--- src/rtl/sram_arb_pkg.sv ---
// Shared types and constants for the two-master SRAM arbiter.
package sram_arb_pkg;

  typedef enum logic [1:0] {
    IDLE   = 2'd0,
    SETUP  = 2'd1,
    ACCESS = 2'd2
  } state_t;

  localparam int PORT_IFETCH = 0;
  localparam int PORT_DATA   = 1;
  localparam int NUM_PORTS   = 2;

endpackage

--- src/rtl/sram_arb_rr.sv ---
// Two-way round-robin grant: contested requests go to the master not served last.
module sram_arb_rr
  import sram_arb_pkg::*;
(
  input  logic                 pclk,
  input  logic                 rst,
  input  logic [NUM_PORTS-1:0] req,
  input  logic                 update,
  output logic                 gnt_idx,
  output logic                 gnt_valid
);

  logic last_reg;

  always_comb begin
    gnt_valid = |req;
    if (req[PORT_IFETCH] && req[PORT_DATA])
      gnt_idx = ~last_reg;
    else
      gnt_idx = req[PORT_DATA];
  end

  // Starts at PORT_DATA so the first contested grant goes to instruction fetch.
  always_ff @(posedge pclk or posedge rst) begin
    if (rst)
      last_reg <= 1'b1;
    else if (update)
      last_reg <= gnt_idx;
  end

endmodule

--- src/rtl/sram_arbiter.sv ---
// Arbitrates an instruction-fetch and a data master onto one APB-style SRAM port
// with a bounded wait in ACCESS that completes with error on expiry.
module sram_arbiter
  import sram_arb_pkg::*;
#(
  parameter int ADDR_WIDTH = 32,
  parameter int DATA_WIDTH = 32,
  parameter int TIMEOUT    = 16
) (
  input  logic                  pclk,
  input  logic                  rst,
  input  logic [ADDR_WIDTH-1:0] m0_paddr,
  input  logic [DATA_WIDTH-1:0] m0_pdata,
  input  logic                  m0_psel,
  input  logic                  m0_pwrite,
  input  logic [3:0]            m0_pstb,
  output logic [DATA_WIDTH-1:0] m0_prdata,
  output logic                  m0_pready,
  output logic                  m0_perr,
  input  logic [ADDR_WIDTH-1:0] m1_paddr,
  input  logic [DATA_WIDTH-1:0] m1_pdata,
  input  logic                  m1_psel,
  input  logic                  m1_pwrite,
  input  logic [3:0]            m1_pstb,
  output logic [DATA_WIDTH-1:0] m1_prdata,
  output logic                  m1_pready,
  output logic                  m1_perr,
  output logic [ADDR_WIDTH-1:0] s_paddr,
  output logic [DATA_WIDTH-1:0] s_pdata,
  output logic                  s_psel,
  output logic                  s_penable,
  output logic                  s_pwrite,
  output logic [3:0]            s_pstb,
  input  logic [DATA_WIDTH-1:0] s_prdata,
  input  logic                  s_pready,
  input  logic                  s_perr
);

  localparam int CW = (TIMEOUT > 1) ? $clog2(TIMEOUT) : 1;
  localparam logic [CW-1:0] CNT_MAX = CW'(TIMEOUT - 1);

  state_t                state_reg;
  logic [CW-1:0]         cnt_reg;
  logic                  gnt_reg;
  logic [ADDR_WIDTH-1:0] addr_reg;
  logic [DATA_WIDTH-1:0] data_reg;
  logic                  write_reg;
  logic [3:0]            stb_reg;
  logic                  psel_reg;
  logic                  penable_reg;

  logic [ADDR_WIDTH-1:0] paddr_arr  [NUM_PORTS];
  logic [DATA_WIDTH-1:0] pdata_arr  [NUM_PORTS];
  logic [3:0]            pstb_arr   [NUM_PORTS];
  logic [DATA_WIDTH-1:0] prdata_arr [NUM_PORTS];
  logic [NUM_PORTS-1:0]  psel_vec;
  logic [NUM_PORTS-1:0]  pwrite_vec;
  logic [NUM_PORTS-1:0]  pready_vec;
  logic [NUM_PORTS-1:0]  perr_vec;

  logic gnt_idx;
  logic gnt_valid;
  logic done;
  logic timed_out;

  assign paddr_arr[PORT_IFETCH] = m0_paddr;
  assign paddr_arr[PORT_DATA]   = m1_paddr;
  assign pdata_arr[PORT_IFETCH] = m0_pdata;
  assign pdata_arr[PORT_DATA]   = m1_pdata;
  assign pstb_arr[PORT_IFETCH]  = m0_pstb;
  assign pstb_arr[PORT_DATA]    = m1_pstb;
  assign psel_vec               = {m1_psel, m0_psel};
  assign pwrite_vec             = {m1_pwrite, m0_pwrite};

  sram_arb_rr u_rr (
    .pclk      (pclk),
    .rst       (rst),
    .req       (psel_vec),
    .update    ((state_reg == IDLE) && gnt_valid),
    .gnt_idx   (gnt_idx),
    .gnt_valid (gnt_valid)
  );

  assign timed_out = !s_pready && (cnt_reg == CNT_MAX);
  assign done      = (state_reg == ACCESS) && (s_pready || cnt_reg == CNT_MAX);

  // A master that withdrew its request mid-transfer gets no completion.
  generate
    for (genvar gi = 0; gi < NUM_PORTS; gi++) begin : g_resp
      assign pready_vec[gi] = done && (gnt_reg == 1'(gi)) && psel_vec[gi];
      assign perr_vec[gi]   = pready_vec[gi] && (s_perr || timed_out);
      assign prdata_arr[gi] = pready_vec[gi] ? s_prdata : '0;
    end
  endgenerate

  assign m0_pready = pready_vec[PORT_IFETCH];
  assign m0_perr   = perr_vec[PORT_IFETCH];
  assign m0_prdata = prdata_arr[PORT_IFETCH];
  assign m1_pready = pready_vec[PORT_DATA];
  assign m1_perr   = perr_vec[PORT_DATA];
  assign m1_prdata = prdata_arr[PORT_DATA];

  assign s_paddr   = addr_reg;
  assign s_pdata   = data_reg;
  assign s_pwrite  = write_reg;
  assign s_pstb    = stb_reg;
  assign s_psel    = psel_reg;
  assign s_penable = penable_reg;

  always_ff @(posedge pclk or posedge rst) begin
    if (rst) begin
      state_reg   <= IDLE;
      cnt_reg     <= '0;
      gnt_reg     <= 1'b0;
      addr_reg    <= '0;
      data_reg    <= '0;
      write_reg   <= 1'b0;
      stb_reg     <= '0;
      psel_reg    <= 1'b0;
      penable_reg <= 1'b0;
    end else begin
      case (state_reg)
        IDLE: begin
          if (gnt_valid) begin
            gnt_reg   <= gnt_idx;
            addr_reg  <= paddr_arr[gnt_idx];
            data_reg  <= pdata_arr[gnt_idx];
            write_reg <= pwrite_vec[gnt_idx];
            stb_reg   <= pstb_arr[gnt_idx];
            cnt_reg   <= '0;
            psel_reg  <= 1'b1;
            state_reg <= SETUP;
          end
        end
        SETUP: begin
          penable_reg <= 1'b1;
          state_reg   <= ACCESS;
        end
        ACCESS: begin
          // The slave bus reads as zero whenever the arbiter is idle.
          if (done) begin
            addr_reg    <= '0;
            data_reg    <= '0;
            write_reg   <= 1'b0;
            stb_reg     <= '0;
            cnt_reg     <= '0;
            psel_reg    <= 1'b0;
            penable_reg <= 1'b0;
            state_reg   <= IDLE;
          end else begin
            cnt_reg <= cnt_reg + 1'b1;
          end
        end
        default: state_reg <= IDLE;
      endcase
    end
  end

endmodule

--- config.mk ---
export PLATFORM = sky130hd
export DESIGN_NAME = sram_arbiter
export DESIGN_NICKNAME = d
export VERILOG_FILES = /design/src/rtl/sram_arb_pkg.sv /design/src/rtl/sram_arb_rr.sv /design/src/rtl/sram_arbiter.sv
export SDC_FILE = /design/constraint.sdc
export NUM_CORES = 1
export LEC_CHECK = 0
export CORE_MARGIN = 5
export CORE_UTILIZATION = 36
export DETAILED_ROUTE_END_ITERATION = 8
export PLACE_DENSITY = 0.82
export SKIP_CTS_REPAIR_TIMING = 1
export SLEW_MARGIN = 10
export SYNTH_ARGS = -nofsm -noshare
export SYNTH_HDL_FRONTEND = slang
export SYNTH_SLANG_ARGS = --single-unit
--- constraint.sdc ---
create_clock -name pclk -period 3.47 [get_ports pclk]
set_input_delay 0.694 -clock pclk [delete_from_list [all_inputs] [get_ports pclk]]
set_output_delay 0.694 -clock pclk [all_outputs]
set_load 0.05 [all_outputs]
==> flow_metrics.env <==
export IMPL_status="complete, no violations"
export IMPL_tightest_slew_ns=0.691
export IMPL_num_vias=4530
export IMPL_grt_ovfl_total=0
export IMPL_rows=41
export IMPL_ys_seq_area_share_pct=42.8
export IMPL_drt_wl_total_mm=17.1
export IMPL_min_to="cnt_reg[0]"
export IMPL_clkTransAtPathRegs_ns=0.06
export IMPL_hold_violations=0
export IMPL_cts_tree="yes"
export IMPL_rsz0062_at_grt="false"
export IMPL_fillers=901
export IMPL_end_kind="primary output"
export IMPL_drc_errors=0
export IMPL_whs_path_depth=1
export IMPL_clk_path_buf_depth=2
export IMPL_slew_headroom_pct=53.9
export IMPL_min_from="cnt_reg[0]"
export IMPL_timing_max_cap_violations=0
export IMPL_tns_ns=0
export IMPL_syn_avg_cell_area_um2=10.8
export IMPL_viasPerCell=5.03
export IMPL_fin_crit_sh_pct=88.0
export IMPL_synth_edff_count=0
export IMPL_finalSetupViolCount=0
export IMPL_grt_pass1_wl_mm=25.1
export IMPL_drt_first_iter_violations=94
export IMPL_cp_required_ns=2.78
export IMPL_async_reset_ff_share_pct=100
export IMPL_critPathMaxFanout=34
export IMPL_worst_setup_path_type="in2out"
export IMPL_period_needed_ns=3.05
export IMPL_powerDensity_mw_per_mm2=781
export IMPL_power_leakage_nw=3.88
export IMPL_peakVddDrop_mv=0.533
export IMPL_area_growth_pct=91.7
export IMPL_initial_utilization_pct=36.6
export IMPL_hp_class="reg2reg"
export IMPL_wl_per_cell_um=19.0
export IMPL_drt_pass1_iter_count=6
export IMPL_syn_area_mm2=0.00462
export IMPL_synth_top_flop_cell="dfrtp_1"
export IMPL_reg2reg_from="cnt_reg[0]"
export IMPL_regToRegEndpoint="s_paddr[2]"
export IMPL_cts_buffers=9
export IMPL_dp_hpwl_mm=13.8
export IMPL_final_max_slew_viol_count=0
export IMPL_cts_root_buf="clkbuf_16"
export IMPL_synth_top_area_share_pct=42.3
export IMPL_die_h_um=123
export IMPL_yosys_warnings=0
export IMPL_postRouteAntennaNets=0
export IMPL_io_pins=315
export IMPL_drive_gt1_share_pct=13.5
export IMPL_worst_clock_skew_ns=0.00398
export IMPL_r2r_cells=5
export IMPL_post_place_ws_ns=0.420
export IMPL_fin_nets=899
export IMPL_port_buffers=314
export IMPL_placed_area_mm2=0.00853
export IMPL_grtUsageTotal_pct=21.4
export IMPL_gp_congestion=0.904
export IMPL_syn_nets=605
export IMPL_postSynthCellCount=428
export IMPL_die_x_um=123
export IMPL_fp_coreArea_mm2=0.0126
export IMPL_fin_ws_ns=0.417
export IMPL_clock_latency_ns=0.32
export IMPL_rrSetupSlack_ns=1.39
export IMPL_synthTopCellsByArea="dfrtp_1, mux2i_1, and2_1, o21ai_0, buf_4"
export IMPL_cp_arrival_ns=2.36
export IMPL_synth_distinct_cells=29
export IMPL_die_area_mm2=0.0152
export IMPL_fin_util_pct=70.1
export IMPL_final_area_mm2=0.00885
export IMPL_ys_ff_latch=79
export IMPL_grt_max_degree=76
export IMPL_cts_sinks=79
export IMPL_max_freq_mhz=328
export IMPL_grt_pass1_vias=4729
export IMPL_antenna_found_initial=2
export IMPL_timing_critical_path_from_type="input port"
export IMPL_h_tree_depth=3
export IMPL_synth_top_cell_by_area="dfrtp_1"
-- how the worst max path moves through the flow --
stage | cells after the start | startpoint | end
floorplan | 1 | rst | cnt_reg[0]
global placement | 5 | m0_psel | m0_perr
detailed placement | 6 | s_pready | m0_perr
CTS | 6 | s_pready | m0_perr
global route | 5 | m0_psel | m0_perr
finish | 6 | s_pready | m0_perr
-- cells by family after synthesis --
kind of cell	Yosys count	synth area share, %
buffers and inverters	42	5.45
muxes	138	29.9
DFF	79	42.8
AOI/OAI and AO/OA	87	10.1
and+or+nand+nor	81	11.4
adders and majority gates	1	0.271
-- worst max-delay path, cell delays in order --
cell and delay, ns:
clkdlybuf4s50_1 0.57, a31oi_4 0.08, nor4b_4 0.26, buf_4 0.32, nor2b_1 0.26, buf_12 0.17
-- power by group --
part,switching (mW),internal (mW)
combinational,2.73,1.59
sequential,0.252,1.38
clock,0.349,0.614
-- area by class of cell --
cell class	count	area, um2	share of cell area, %
repair buffers	321	3910	44.2
diodes	2	5.00	0.0566
well taps	172	215	2.43
flip-flops and latches	79	1980	22.4
inverters	4	16.3	0.184
multi-input cells	307	2410	27.2
clock inverters	3	40.0	0.452
clock buffers	13	270	3.05
-- cells in the mapped netlist, types with 3 or more instances --
cell        n
inv_1       4
and2_1     64
dfrtp_1    78
a31oi_1     5
o21ai_0    77
mux2i_1   138
buf_4      12
clkbuf_1   11
buf_2       9
nor2b_1     3
buf_6       4
nand2_1     4
-- layer usage --
layer	up-vias	global-route usage (%)	part of all wire, %
met5	-	0	0
met4	0	9.13	4.1
met3	43	6.63	9.0
met2	213	39.8	53
met1	2170	22.1	34
li1	2104	-	-
-- cells in the final DEF, fill, tap and decap left out, types with 2 or more instances in the layout --
cell / instances
buf_12: 71
clkbuf_8: 3
nand2_1: 4
a31oi_1: 5
clkinv_2: 3
buf_4: 4
clkbuf_16: 9
o21ai_0: 76
clkdlybuf4s50_1: 246
nor2_1: 2
nor2b_1: 3
inv_1: 3
dfrtp_1: 78
mux2i_1: 138
diode_2: 2
and2_1: 64
-- per-stage QoR --
step,power (mW),instances,hold WS [ns]
after CTS,6.97,899,0.521
after detailed placement,5.99,883,0.509
after floorplan,4.41,428,0.471
after global routing,7.24,901,0.573
final,6.91,901,0.523
after global placement,5.86,883,0.495
Power figures use the tool's default switching activity.
